==> src/rtl/wb_sched_pkg.sv <==
// Shared widths, status codes, register ids and FSM encodings for the
// write-back scheduler.
package wb_sched_pkg;

   localparam int NIBBLE = 4;
   localparam int D_WORD = 64;

   localparam logic [NIBBLE-1:0] STAT_AOK = 4'h1;
   localparam logic [NIBBLE-1:0] STAT_HLT = 4'h2;
   localparam logic [NIBBLE-1:0] STAT_ADR = 4'h3;
   localparam logic [NIBBLE-1:0] STAT_INS = 4'h4;

   localparam logic [NIBBLE-1:0] RNONE = 4'hF;
   localparam logic [NIBBLE-1:0] INOP  = 4'h1;

   localparam logic [1:0] WBS_NORMAL = 2'd0;
   localparam logic [1:0] WBS_SECOND = 2'd1;
   localparam logic [1:0] WBS_HALT   = 2'd2;

   // Status values that stop the machine; anything outside AOK..INS is a bubble.
   function automatic logic is_fault(input logic [NIBBLE-1:0] stat);
      return (stat == STAT_HLT) || (stat == STAT_ADR) || (stat == STAT_INS);
   endfunction

endpackage

==> src/rtl/wb_sched.sv <==
// Write-back scheduler: serializes dual register-file writes onto the single
// write port, tracks architectural status/halt and counts retired instructions.
module wb_sched
   import wb_sched_pkg::*;
(
   input  logic              clk_i,
   input  logic              rstn_i,
   input  logic [NIBBLE-1:0] W_stat_i,
   input  logic [NIBBLE-1:0] W_icode_i,
   input  logic [D_WORD-1:0] W_valE_i,
   input  logic [D_WORD-1:0] W_valM_i,
   input  logic [NIBBLE-1:0] W_dstE_i,
   input  logic [NIBBLE-1:0] W_dstM_i,
   output logic              rf_we_o,
   output logic [NIBBLE-1:0] rf_waddr_o,
   output logic [D_WORD-1:0] rf_wdata_o,
   output logic              wb_stall_o,
   output logic [NIBBLE-1:0] cpu_stat_o,
   output logic              halted_o,
   output logic [D_WORD-1:0] instret_o
);

   logic [1:0]        r_state;
   logic [NIBBLE-1:0] r_stat;
   logic [D_WORD-1:0] r_instret;
   logic [NIBBLE-1:0] r_cap_dst;
   logic [D_WORD-1:0] r_cap_val;

   logic [1:0]        w_next_state;
   logic              w_we;
   logic [NIBBLE-1:0] w_waddr;
   logic [D_WORD-1:0] w_wdata;
   logic              w_stall;
   logic              w_capture;
   logic              w_retire;
   logic              w_fault;
   logic              w_has_e;
   logic              w_has_m;

   assign w_has_e = (W_dstE_i != RNONE);
   assign w_has_m = (W_dstM_i != RNONE);

   always_comb begin
      w_next_state = r_state;
      w_we         = 1'b0;
      w_waddr      = RNONE;
      w_wdata      = '0;
      w_stall      = 1'b0;
      w_capture    = 1'b0;
      w_retire     = 1'b0;
      w_fault      = 1'b0;
      case (r_state)
         WBS_NORMAL: begin
            if (W_stat_i == STAT_AOK) begin
               if (w_has_e && w_has_m && (W_dstE_i != W_dstM_i)) begin
                  // valE goes now; valM is parked and written next cycle.
                  w_we         = 1'b1;
                  w_waddr      = W_dstE_i;
                  w_wdata      = W_valE_i;
                  w_stall      = 1'b1;
                  w_capture    = 1'b1;
                  w_next_state = WBS_SECOND;
               end else begin
                  if (w_has_m) begin
                     w_we    = 1'b1;
                     w_waddr = W_dstM_i;
                     w_wdata = W_valM_i;
                  end else if (w_has_e) begin
                     w_we    = 1'b1;
                     w_waddr = W_dstE_i;
                     w_wdata = W_valE_i;
                  end
                  w_retire = (W_icode_i != INOP);
               end
            end else if (is_fault(W_stat_i)) begin
               w_fault      = 1'b1;
               w_next_state = WBS_HALT;
            end
         end
         WBS_SECOND: begin
            w_we         = 1'b1;
            w_waddr      = r_cap_dst;
            w_wdata      = r_cap_val;
            w_retire     = 1'b1;
            w_next_state = WBS_NORMAL;
         end
         WBS_HALT: begin
            w_stall = 1'b1;
         end
         default: begin
            w_next_state = WBS_NORMAL;
         end
      endcase
   end

   always_ff @(posedge clk_i or negedge rstn_i) begin
      if (!rstn_i) begin
         r_state   <= WBS_NORMAL;
         r_stat    <= STAT_AOK;
         r_instret <= '0;
         r_cap_dst <= RNONE;
         r_cap_val <= '0;
      end else begin
         r_state <= w_next_state;
         if (w_fault) begin
            r_stat <= W_stat_i;
         end
         if (w_retire) begin
            r_instret <= r_instret + 64'd1;
         end
         if (w_capture) begin
            r_cap_dst <= W_dstM_i;
            r_cap_val <= W_valM_i;
         end
      end
   end

   assign rf_we_o    = w_we;
   assign rf_waddr_o = w_waddr;
   assign rf_wdata_o = w_wdata;
   assign wb_stall_o = w_stall;
   assign cpu_stat_o = r_stat;
   assign halted_o   = (r_state == WBS_HALT);
   assign instret_o  = r_instret;

endmodule
==> config.mk <==
export PLATFORM = sky130hd
export DESIGN_NAME = wb_sched
export DESIGN_NICKNAME = d
export VERILOG_FILES = /design/src/rtl/wb_sched_pkg.sv /design/src/rtl/wb_sched.sv
export SDC_FILE = /design/constraint.sdc
export NUM_CORES = 1
export LEC_CHECK = 0
export BUFFER_PORTS_ARGS = -buffer_cell sky130_fd_sc_hd__buf_2
export CORE_ASPECT_RATIO = 1.4
export CORE_MARGIN = 4
export CORE_UTILIZATION = 40
export CTS_CLUSTER_SIZE = 12
export DETAILED_ROUTE_END_ITERATION = 16
export GPL_TIMING_DRIVEN = 1
export PLACE_DENSITY = 0.75
export SLEW_MARGIN = 40
export SYNTH_ARGS = -nofsm -noshare
export SYNTH_HDL_FRONTEND = slang
export SYNTH_SLANG_ARGS = --single-unit
==> constraint.sdc <==
create_clock -name clk_i -period 5.1 [get_ports clk_i]
set_clock_uncertainty 0.1 [all_clocks]
set_input_delay 0.51 -clock clk_i [delete_from_list [all_inputs] [get_ports clk_i]]
set_output_delay 0.51 -clock clk_i [all_outputs]
set_load 0.02 [all_outputs]
==> results.cfg <==
[placed_design]
port_buffers = 284
dp.cells = 1138
place_congestion = 0.845
dpl.hpwl_mm = 16.0

[floorplanning]
die_h_um = 166
core.rowCount = 57
die_w_um = 121
initial_core_util = 0.409
core_sq_um = 17500
die_area_sq_um = 20100
io-pin-count = 285

[synthesis]
syn_avg_cell_area_sq_um = 11.1
ys_ff_latch = 138
synthCells = 646
ys_types = 44
synth_flop_cell = dfrtp_1
async_flop_share = 1.00
synth_top_area_frac = 0.466
yosysSeqAreaShare = 0.484
syn_nets = 793
synth_common_cells = dfrtp_1, mux2_2, inv_1
yosysTopAreaCell = dfrtp_1
synth.top_cells.by_area = dfrtp_1, mux2_2, a222oi_1
synthMostInstantiatedCell = dfrtp_1
yosys_warnings = 0
synth_edf_count = 0
synthesis.area_sq_um = 7150

[routing]
drtIter0Drc = 511
vias = 6466
firstDrtPassIters = 10
routed_via_density = 5.52
drc_errors = 0
wire_per_inst_um = 18.7
ant_nets = 0
wl_mm = 21.9

[timing]
setup_viol = 0
period_needed_ns = 3.50
slew_headroom = 0.516
hold_slack_ns = 0.244
max_slew.worst_pin.slew_ns = 0.724
fmax_mhz = 286
finalCritPeriodShare = 0.686
slew_viol_final = 0
rsz0062_at_grt = false
final_hold_viol_count = 0
setup_tns_ns = 0

[layout]
diodes = 0
layout-drive-gt1-share = 0.450
fill_cells = 1616
stdcell_count = 1172
syn2layout_area_growth_pct = 33.1
nNetsFinal = 1070

[setup_path]
cp-start-kind = register
path_class = register to primary output
slowest_delay_ns = 0.63
cp.arrival_ns = 2.89
crit_fanout = 31
path_cells = inv_1, nor2_4, buf_4, a22oi_1, a21oi_1, buf_2
slowest_stage = nor2_4
crit_family = buffers and inverters
critPathBufInv = 3
cp.required_ns = 4.49
cp-end-kind = primary output

[cts]
ctsHtreeMaxLevel = 4
clk_pin_slew_ns = 0.06
clkSinkCount = 138
cts-root-buf = clkbuf_16
cts_tree = yes
post_cts_buffers = 0
cts_buffer_depth = 2
numCtsBuffers = 17
clk_latency_ns = 0.41

[power]
clkPwrFrac = 0.479
p_per_area_nw_per_um2 = 293
switching_share = 0.231
power_switching_uw = 642
p_seq_frac = 0.441
internal_power_uw = 2140
p_leak_uw = 0.00516
vdd_drop_max_mv = 0.206
p_comb_frac = 0.080

[job]
cap_violations = 0

[global_routing]
grt_pass1_vias = 6340
grt_max_degree = 98
antenna_found_initial = 2
grt-ovfl-total = 0
grt_usage = 0.212
grt_pass1_wl_mm = 33.8

[run_status]
outcome = finished clean

[min_path]
hold_path_class = input pin to register
## routing by layer
layer	up-vias	track usage	share of wire
met5	-	0	0.0011
met4	4	0.0607	0.014
met3	27	0.0777	0.11
met2	299	0.358	0.50
met1	3168	0.254	0.38
li1	2968	-	-
## layout by cell type, fill, tap and decap left out, types with 25 or more instances in the layout
master | Yosys | routed
a222oi_1 | 54 | 54
buf_2 | 14 | 283
dfrtp_1 | 133 | 132
inv_1 | 56 | 56
mux2_2 | 70 | 70
nand2_1 | 35 | 35
nand3_1 | 26 | 25
nand4_1 | 35 | 35
nor2_1 | 26 | 25
xnor2_1 | 47 | 47
## power groups by stage
stage               Clock (uW)  Sequential, uW  Combinational, uW
floorplan                    0            1250               91.7
global placement             0            1240                217
detailed placement           0            1250                223
CTS                       1360            1230                224
global route              1410            1240                249
finish                    1330            1230                224
## cells by family (layout without fill, tap and decap cells)
family | Yosys count | in the layout | share of synthesized area
muxes | 76 | 76 | 0.119
adders and majority gates | 1 | 1 | 0.00175
and+or+nand+nor | 181 | 181 | 0.144
AOI/OAI and AO/OA | 92 | 92 | 0.117
xor gates and xnor gates | 67 | 67 | 0.0821
buffers and inverters | 91 | 381 | 0.0518
DFF | 138 | 138 | 0.484
## per-stage QoR
step,utilization,total power [uW],setup WS (ns),area [sq um]
final,0.544,2780,1.60,9510
after global routing,0.544,2900,1.41,9510
after global placement,0.503,1460,1.54,8800
after CTS,0.542,2810,1.54,9460
after floorplan,-,1340,2.19,7150
after detailed placement,0.505,1470,1.65,8830
## cell type report
cell class                      instances  area (sq um)  area share
Inverter                               56           210      0.0221
Clock inverter                         12           186      0.0196
Clock buffer                           20           447      0.0470
Sequential cell                       138          3460       0.364
Tap cell                              236           295      0.0310
Multi-Input combinational cell        417          3380       0.355
Timing Repair Buffer                  293          1530       0.161
## sequential cells by signal, summed over array words and instances (netlist names)
register	flops
cpu_stat_o	4
instret_o	64
r_cap_dst	4
r_cap_val	64
r_state	2
## path summary, 6_finish.rpt
path | from | end | slack, ns | cells after the start
worst max-delay path | r_state[0]$_DFFE_PN0P_ | rf_wdata_o[51] | 1.60 | 6
worst min-delay path | W_valM_i[1] | r_cap_val[1]$_DFFE_PN0P_ | 0.24 | 2
worst max register to register | r_state[1]$_DFFE_PN0P_ | r_cap_val[63]$_DFFE_PN0P_ | 2.38 | 5
worst min register to register | instret_o[63]$_DFFE_PN0P_ | instret_o[63]$_DFFE_PN0P_ | 0.37 | 1
max in group asynchronous | rstn_i | r_cap_dst[3]$_DFFE_PN1P_ | 3.60 | 3
min in group asynchronous | rstn_i | instret_o[56]$_DFFE_PN0P_ | 0.45 | 2
## repair_timing
item | 4_1_cts | 5_1_grt
endpoints found under the setup margin | 0 | 0
endpoints found under the hold margin | 0 | 32
resized for setup | 0 | 0
hold buffers | 0 | 1
Power figures use the tool's default switching activity.
